===== config.mk =====
export PLATFORM = sky130hd
export DESIGN_NAME = jtdsp16_do_seq
export DESIGN_NICKNAME = d
export VERILOG_FILES = /design/src/rtl/jtdsp16_do_seq.sv
export SDC_FILE = /design/constraint.sdc
export NUM_CORES = 1
export LEC_CHECK = 0
export ABC_AREA = 1
export CORE_MARGIN = 2
export CORE_UTILIZATION = 25
export CTS_BUF_LIST = sky130_fd_sc_hd__clkbuf_8 sky130_fd_sc_hd__clkbuf_16
export DETAILED_ROUTE_END_ITERATION = 8
export HOLD_SLACK_MARGIN = 0.03
export REMOVE_ABC_BUFFERS = 1
export SLEW_MARGIN = 10
export SYNTH_ARGS = -nofsm -noshare
export SYNTH_HDL_FRONTEND = slang
export SYNTH_SLANG_ARGS = --single-unit
export TNS_END_PERCENT = 50

===== constraint.sdc =====
create_clock -name clk -period 3.6 [get_ports clk]
set_input_delay 0.36 -clock clk [delete_from_list [all_inputs] [get_ports clk]]
set_output_delay 0.36 -clock clk [all_outputs]
set_load 0.02 [all_outputs]

===== src/rtl/jtdsp16_do_seq.sv =====
// DSP16 do/redo instruction-cache sequencer: captures a loop body while it is
// fetched from ROM and replays it with the PC frozen. Redo support: JTDSP16_DO_REDO_EN.
module jtdsp16_do_seq #(
  parameter int CW = 4
) (
  input  logic        clk,
  input  logic        rst,
  input  logic        cen2,
  input  logic        do_start,
  input  logic [10:0] do_data,
  input  logic        ins_adv,
  input  logic [15:0] rom_dout,
  output logic        cache_sel,
  output logic [15:0] cache_dout,
  output logic        pc_hold,
  output logic        no_int,
  output logic        busy,
  output logic        fault
);

  localparam logic [1:0] IDLE   = 2'd0,
                         FILL   = 2'd1,
                         REPLAY = 2'd2;

  logic [1:0]    st;
  logic [3:0]    ni;
  logic [6:0]    rep;
  logic [CW-1:0] ptr;
  logic [15:0]   mem [0:(2**CW)-2];
`ifdef JTDSP16_DO_REDO_EN
  logic          valid;
`endif

  logic [3:0] dni;
  logic [6:0] dk;
  logic       last;

  assign dni  = do_data[10:7];
  assign dk   = do_data[6:0];
  assign last = ptr == CW'(ni - 4'd1);

  always_ff @(posedge clk) begin
    if (rst) begin
      st    <= IDLE;
      ni    <= '0;
      rep   <= '0;
      ptr   <= '0;
      fault <= 1'b0;
`ifdef JTDSP16_DO_REDO_EN
      valid <= 1'b0;
`endif
    end else if (cen2) begin
      fault <= 1'b0;
      case (st)
        IDLE: if (do_start) begin
          if (dni != 4'd0) begin
            ni  <= dni;
            rep <= (dk <= 7'd1) ? 7'd0 : dk - 7'd1;
            ptr <= '0;
            st  <= FILL;
`ifdef JTDSP16_DO_REDO_EN
            valid <= 1'b0;
`endif
          end else begin
`ifdef JTDSP16_DO_REDO_EN
            // redo reuses the cached block and ni, replaying it K times
            if (valid) begin
              rep <= (dk <= 7'd1) ? 7'd1 : dk;
              ptr <= '0;
              st  <= REPLAY;
            end else begin
              fault <= 1'b1;
            end
`else
            fault <= 1'b1;
`endif
          end
        end
        FILL: begin
          if (do_start) fault <= 1'b1;
          if (ins_adv) begin
            if (last) begin
              ptr <= '0;
              st  <= (rep != 7'd0) ? REPLAY : IDLE;
`ifdef JTDSP16_DO_REDO_EN
              valid <= 1'b1;
`endif
            end else begin
              ptr <= ptr + 1'b1;
            end
          end
        end
        REPLAY: begin
          if (do_start) fault <= 1'b1;
          if (ins_adv) begin
            if (last) begin
              ptr <= '0;
              rep <= rep - 7'd1;
              if (rep == 7'd1) st <= IDLE;
            end else begin
              ptr <= ptr + 1'b1;
            end
          end
        end
        default: st <= IDLE;
      endcase
    end
  end

  // cache is never reset; its content only matters while cache_sel is high
  always_ff @(posedge clk) begin
    if (cen2 && st == FILL && ins_adv) mem[ptr] <= rom_dout;
  end

  assign cache_dout = mem[ptr];
  assign cache_sel  = st == REPLAY;
  assign pc_hold    = st == REPLAY;
  assign no_int     = st != IDLE;
  assign busy       = st != IDLE;

endmodule


==> Word level (Yosys, flattened, before mapping) <==
Memories as Yosys holds them, arrays and structs flattened. A register that Yosys moved wholly into a read port is not among the register bits.
Index checks and enable logic that the tools add are counted.
{ "word_totals": {"regBits": 18, "mem_bits_rw": 240, "inputBits": 32, "output_inout_bits": 21, "wordCells": 64, "n_memories": 1} }
{ "memory_table": {"columns": ["name", "depth", "width", "read_ports", "rd_ports_with_merged_regs", "wr", "line", "source"], "rows": [
  ["mem", 15, 16, 1, 1, 1, "29", "logic [15:0] mem [0:(2**CW)-2];"]
]} }
{ "op_classes": {"muxes": 28, "addsub": 4, "n_eq_ne": 12, "order_cmp": 1, "reduce_logical": 13} }
{ "op_table": {"columns": ["op", "count"], "rows": [
  ["2-to-1 mux 7 bit", 5],
  ["2-to-1 mux 4 bit", 6],
  ["2-to-1 mux 2 bit", 8],
  ["one-hot mux 7 bit (2 select lines)", 1],
  ["subtractor 7 x 1 -> 7 bit (second input constant)", 2],
  ["!= test 2 bit (second input constant)", 5],
  ["one-hot mux 4 bit (2 select lines)", 1],
  ["AND reduction 8 bit", 1],
  ["equality test 7 x 1 -> 1 bit (second input constant)", 1],
  ["less-or-equal comparator 7 x 1 -> 1 bit (second input constant)", 1],
  ["nonzero test 7 bit", 1],
  ["!= test 2 x 1 -> 1 bit (second input constant)", 3],
  ["one-hot mux 2 bit (3 select lines)", 1],
  ["AND reduction 6 bit", 1],
  ["nonzero test 2 bit", 3],
  ["2-to-1 mux 1 bit", 5],
  ["AND reduction 5 bit", 1],
  ["adder 4 x 1 -> 4 bit (second input constant)", 1],
  ["equality test 4 bit", 1],
  ["AND reduction 4 bit", 1],
  ["nonzero test 4 bit", 1],
  ["subtractor 4 x 1 -> 4 bit (second input constant)", 1],
  ["equality test 2 x 1 -> 1 bit (second input constant)", 1],
  ["equality test 2 bit (second input constant)", 1],
  ["4 further kinds", 5]
]} }

==> Longest topological paths before layout <==
Gate-level depths: netlist of run 1.
{ "depth": {"ltp_word": 7, "ltp_mapped": 13, "ltp_nobuf": 13} }

==> Worst setup path before layout of run 1 <==
Ideal clock, no wire load.
{ "synth_path": {"path_kind": "flip-flop to flip-flop", "start": "register st[1]", "end": "memory mem[3][0], enable pin", "setup_time_ns": 0.409, "synth_period_minus_slack_ns": 2.563, "slack_ns": 1.037, "t_arrival_ns": 2.154, "n_path_buf": 0, "stages_incl_launch_ff": 7, "required_ns": 3.191, "path_cell_list": "dfxtp_1 inv_1 ha_1 inv_1 nor3_1 inv_1 nor3_1"} }
{ "synth_between": {"elab_chain_cells": 5} }
{ "synth_lines": {"columns": ["item", "line", "source"], "rows": [
  ["from (decl)", "25", "logic [1:0] st;"],
  ["from (signal assigned)", "84", "st <= (rep != 7'd0) ? REPLAY : IDLE;"],
  ["equality test 2 x 1 -> 1 bit", "112", "if (cen2 && st == FILL && ins_adv) mem[ptr] <= rom_dout;"],
  ["logical AND 1 bit (2 in series)", "112", null],
  ["2-to-1 mux 1 bit", "112", null],
  ["2-to-1 mux 1 bit (not written as such)", "112", null],
  ["to (decl)", "29", null]
]} }
No other way between the ends.

==> results.yml, run 1 <==
critical_path:
  worstSetupPathType: "register to output port"
  worst_ep_required_time_ns: 3.24
  cp.arrival_ns: 2.97
  crit_path_max_fanout: 54
  critPathCaptureType: "output port"
  critPathLaunchType: "register"
  rrSetupSlack_ns: 1.03
drt:
  drc: 0
  routed_via_density: 4.580
  ant_nets: 0
  first_pass_iters: 5
  vias: 7255
  wire_per_inst_um: 16.63
  drtIter0Drc: 520
  drt-total-wl_um: 26340
power_and_ir_drop:
  seq_power_share_pct: 41.6
  leakage_nw: 4.404
  p_per_area_mw_per_mm2: 652.4
  switching_share_pct: 31.90
  internal_power_mw: 5.802
  p_comb_share_pct: 27.5
  p_sw_mw: 2.717
  pwr-share-clk_pct: 30.9
  peakVddDrop_uv: 445.9
floorplan:
  die_w_um: 213.4
  dieArea_sq_mm: 0.04553
  start_util_pct: 25.39
  num_io_pins: 53
  row_count: 76
  die_h_um: 213.4
  core_sq_mm: 0.04317
sta:
  fmax_mhz: 300.5
  hold_violations: 0
  skew_ns: 0.01328
  rsz0062_at_grt: "no"
  min_period_ns: 3.328
  drv_slew: 0
  worst_pin_slew_ns: 0.8285
  period_share_pct: 92.43
  slew_headroom_pct: 44.70
  setup-violations-final: 0
  whs_ns: 0.4300
  setup_tns_ns: 0
cts:
  clk_latency_ns: 0.53
  cts_made_buffers: 28
  post_cts_resized: 0
  htreeDepth: 1
  clock_path_buffers: 3
  cts_sinks: 262
  cts_tree: "yes"
  cts-root-buf: "clkbuf_16"
  clkTransAtPathRegs_ns: 0.06
  cts_hold_buffers: 0
  postCtsSetupBuffers: 0
synthesis:
  synthDistinctLibCells: 33
  yosysSeqAreaShare_pct: 69.77
  synth_seq_cells: 262
  syn_inst: 922
  synth-async-reset-ratio_pct: 0
  syn_area_sq_mm: 0.01096
  synth_ff_type: "edfxtp_1"
  syn_avg_cell_area_sq_um: 11.89
  synth-edff-count: 240
  yosysWarnings: 0
global_route:
  grt_overflow_total: 0
  grt.total_usage_pct: 11.40
  grt_pass1_vias: 7195
  grt_start_max_net_pins: 55
  antenna_found_initial: 2
  grt_pass1_wl_um: 40460
finish:
  antenna_cells: 0
  drive_gt1_share_pct: 10.01
  syn_to_final_growth_pct: 19.13
  fin_util_pct: 30.25
  layout_common_cells: "edfxtp_1, nor2_1, nand2_1"
  layout.nets: 1028
  final_common_cell: "edfxtp_1"
placement:
  place.gp.congestion: 0.7549
  dp_hpwl_um: 16050
  port_buffers: 52
job:
  maxCapViolCount: 0
min_path:
  hp-class: "primary input to register"
status:
  status: "finished, final reports clean"
-- sequential cells by signal (all words and copies together) (netlist names), named ones only --
| signal | count |
|---|---|
| rep | 7 |
| ptr | 4 |
| ni | 4 |
| mem | 240 |
| fault | 1 |
| st | 2 |
-- path summary, 6_finish.rpt --
check | from | to | cells past startpoint
worst max-delay path | register | cache_dout[0] | 9
worst min-delay path | do_data[8] | ni[1] | 3
worst min register to register | ni[1] | ni[1] | 2
worst max register to register | st[1] | mem[11][14] | 7
-- layout make-up --
cell class	count	area, sq um
fill	4408	30110
sequential	262	7652
multi-input combinational	567	2914
timing repair buffer	80	755.7
tap	585	732.0
clock buffer	29	725.7
inverter	42	157.7
clock inverter	19	120.1
-- stage by stage --
step,worst slack [ns],std cells,power [mW],instance area (sq um)
final,0.2724,1584,8.519,13060
after detailed placement,0.7409,1536,5.971,12210
after global placement,0.7290,1536,5.931,12210
after global routing,0.05232,1584,8.985,13060
after floorplan,-0.5949,871,5.063,10670
after CTS,0.2070,1584,8.607,13060
-- synth_stat cells, types with 2 or more instances --
library cell	number	area [sq um]
edfxtp_1	240	7207
nor2_1	150	563.0
nand2_1	126	473.0
o21ai_0	96	480.5
a21oi_1	44	220.2
o221ai_1	38	332.8
inv_1	34	127.6
nand3_1	29	145.1
clkbuf_1	23	86.33
dfxtp_1	22	440.4
o21ai_1	17	85.08
ha_1	15	187.7
o211ai_1	14	105.1
buf_2	13	65.06
o22ai_1	11	68.82
buf_4	7	52.55
buf_6	7	78.83
inv_2	7	26.28
xor2_1	7	61.31
nor3_1	5	25.02
nand4_1	4	25.02
nand2_4	2	22.52
-- cell families after synthesis --
kind of cell | count (synthesis) | synth area share [%]
AOI/OAI and AO/OA | 223 | 12.02
xor gates and xnor gates | 8 | 0.6393
adders and majority gates | 15 | 1.712
buffers and inverters | 93 | 4.052
DFF | 262 | 69.77
and+or+nand+nor | 321 | 11.80
-- critical path: stages (launching register included) --
cell	delay, ns
dfxtp_4	0.46
inv_2	0.42
buf_12	0.28
nand2_1	0.09
a21oi_1	0.16
a21oi_1	0.06
o21ai_1	0.13
nand2_1	0.06
nand2_1	0.10
clkdlybuf4s50_1	0.61
-- power groups by stage --
| stage | sequential, mW | clock [mW] | combinational, mW |
|---|---|---|---|
| global placement | 3.60 | 0 | 2.33 |
| detailed placement | 3.60 | 0 | 2.37 |
| finish | 3.54 | 2.64 | 2.34 |
| global route | 3.56 | 2.79 | 2.63 |
| floorplan | 3.63 | 0 | 1.43 |
| CTS | 3.54 | 2.69 | 2.38 |
-- per-layer routing --
layer	global-route usage, %	up-vias	part of all wire (%)
met2	19.27	210	47
met4	3.329	4	2.4
met3	2.636	49	6.3
li1	-	3441	-
met1	14.58	3551	44
met5	0	-	0.10
No activity file was read; power rests on OpenSTA's default activity.
==> inputs of run 2 (changes only) <==
--- a/config.mk
+++ b/config.mk
@@ -7,7 +7,7 @@
 export LEC_CHECK = 0
 export ABC_AREA = 1
 export CORE_MARGIN = 2
-export CORE_UTILIZATION = 25
+export CORE_UTILIZATION = 36
 export CTS_BUF_LIST = sky130_fd_sc_hd__clkbuf_8 sky130_fd_sc_hd__clkbuf_16
 export DETAILED_ROUTE_END_ITERATION = 8
 export HOLD_SLACK_MARGIN = 0.03
==> run 2 against run 1 <==
Count of clock-buffer cells in the layout unchanged. Clock skew increased by 0.0013 ns. Critical endpoint is now cache_dout[2]. Setup slack improved by 0.039 ns. Flip-flop and latch count unchanged. Largest power group unchanged. Hold slack lost 0.012 ns. Critical path depth down 3. Final cell count is 12% lower. Highest routed layer is now met4. Largest cell class unchanged. Routed wire length shrank 2.4%. Via count hardly changed.
==> results.yml, run 2 (same netlist as run 1, synthesis figures left out) <==
status:
  status: "finished, final reports clean"
floorplan:
  start_util_pct: 36.79
  row_count: 63
  die_w_um: 178.5
  die_h_um: 178.5
  dieArea_sq_mm: 0.03186
  num_io_pins: 53
  core_sq_mm: 0.02980
drt:
  wire_per_inst_um: 18.51
  vias: 7253
  drc: 0
  wl_met3_um: 1512
  first_pass_iters: 5
  drt-met1-wl_um: 11730
  met2_length_um: 11970
  ant_nets: 0
  drt-total-wl_um: 25710
  top_layer: "met4"
  routed_via_density: 5.222
  drtIter0Drc: 657
min_path:
  hp-class: "primary input to register"
cts:
  htreeDepth: 1
  cts-root-buf: "clkbuf_16"
  cts_made_buffers: 27
  post_cts_resized: 0
  clock_path_buffers: 3
  cts_hold_buffers: 0
  cts_tree: "yes"
  clk_latency_ns: 0.55
  clkTransAtPathRegs_ns: 0.06
  postCtsSetupBuffers: 0
  cts_sinks: 262
finish:
  final_common_cell: "edfxtp_1"
  fillCellCount: 2742
  syn_to_final_growth_pct: 17.00
  layout_common_cells: "edfxtp_1, nor2_1, nand2_1"
  drive_gt1_share_pct: 9.419
  largest_reg_flops: 240
  reg_top3: "mem x240, rep x7"
  regMostFlops: "mem"
  layout.nets: 1026
  final_cell_area_sq_mm: 0.01282
sta:
  setup-violations-final: 0
  setup_tns_ns: 0
  drv_slew: 0
  fmax_mhz: 304.1
  rsz0062_at_grt: "no"
  period_share_pct: 91.34
  slew_headroom_pct: 44.70
  min_period_ns: 3.288
  skew_ns: 0.01461
  worst_pin_slew_ns: 0.8286
  hold_violations: 0
placement:
  placed_cell_area_sq_mm: 0.01200
  port_buffers: 52
  place.gp.congestion: 0.7818
  dp_hpwl_um: 14450
power_and_ir_drop:
  leakage_nw: 4.402
  power_mw: 8.481
  peakVddDrop_uv: 483.8
  p_per_area_mw_per_mm2: 661.4
critical_path:
  cp.arrival_ns: 2.93
  cp_cell_sequence: "buf_4 -> o21ai_0 -> o22ai_1 -> o211ai_1 -> nand2_1 -> clkdlybuf4s50_1"
  critical_path_depth: 6
  worst_ep_required_time_ns: 3.24
  cp_slowest_cell: "clkdlybuf4s50_1"
  critPathLaunchType: "register"
  r2r-start: "st[1]"
  reg2reg_to: "mem[13][2]"
  worstSetupPathType: "register to output port"
  crit_path_end: "cache_dout[2]"
  rrSetupSlack_ns: 1.05
  critPathMaxStageDelay_ns: 0.66
  critPathBufInv: 2
  critPathCaptureType: "output port"
  crit_path_max_fanout: 70
  cp_top_family: "buffers and inverters"
  ff2ff_path_depth: 7
global_route:
  antenna_found_initial: 1
  grt_pass1_vias: 7201
  grt_start_max_net_pins: 113
  grt_overflow_total: 0
  grt_pass1_wl_um: 40370
  grt.total_usage_pct: 16.36
job:
  maxCapViolCount: 0
## run 2: cell type report
cell class / count / area (sq um) / area share, %
well taps: 390 / 488.0 / 3.805
diodes: 1 / 2.502 / 0.01951
clock buffers: 29 / 703.2 / 5.483
clock inverters: 19 / 120.1 / 0.9367
flip-flops and latches: 262 / 7652 / 59.67
repair buffers: 79 / 785.8 / 6.127
multi-input cells: 567 / 2914 / 22.72
inverters: 42 / 157.7 / 1.229
## run 2: how the worst min path moves through the flow
stage	from	end	slack [ns]	cells past startpoint
floorplan	rst	fault	0.43	1
global placement	ni[1]	ni[1]	0.46	2
detailed placement	ni[1]	ni[1]	0.46	2
CTS	do_data[10]	ni[3]	0.40	3
global route	do_data[8]	ni[1]	0.45	3
finish	do_data[10]	ni[3]	0.42	3
## run 2: per-layer routing
| metal | GRT usage, % | vias to the layer above |
|---|---|---|
| met4 | 3.930 | 0 |
| li1 | - | 3438 |
| met1 | 22.70 | 3553 |
| met5 | 0 | - |
| met3 | 2.600 | 41 |
| met2 | 26.98 | 221 |
## run 2: where the power goes
part	internal [mW]	switching, mW
clock	1.47	1.13
combinational	0.866	1.53
sequential	3.42	0.0637
## run 2: stage by stage
stage	cells	hold WS [ns]	util, %	worst slack, ns
floorplan	871	0.4291	-	-0.5949
global placement	1340	0.4555	40.27	0.8567
detailed placement	1340	0.4579	40.27	0.7966
CTS	1388	0.4004	43.03	0.3019
global route	1388	0.4541	43.03	0.1444
finish	1389	0.4177	43.04	0.3119
## run 2: worst register-to-register path: stages (launching register included)
cell	delay, ns
dfxtp_1	0.34
inv_1	0.11
ha_1	0.18
inv_1	0.06
nor3_1	0.42
nand2_1	0.26
nor2_2	0.57
buf_4	0.33
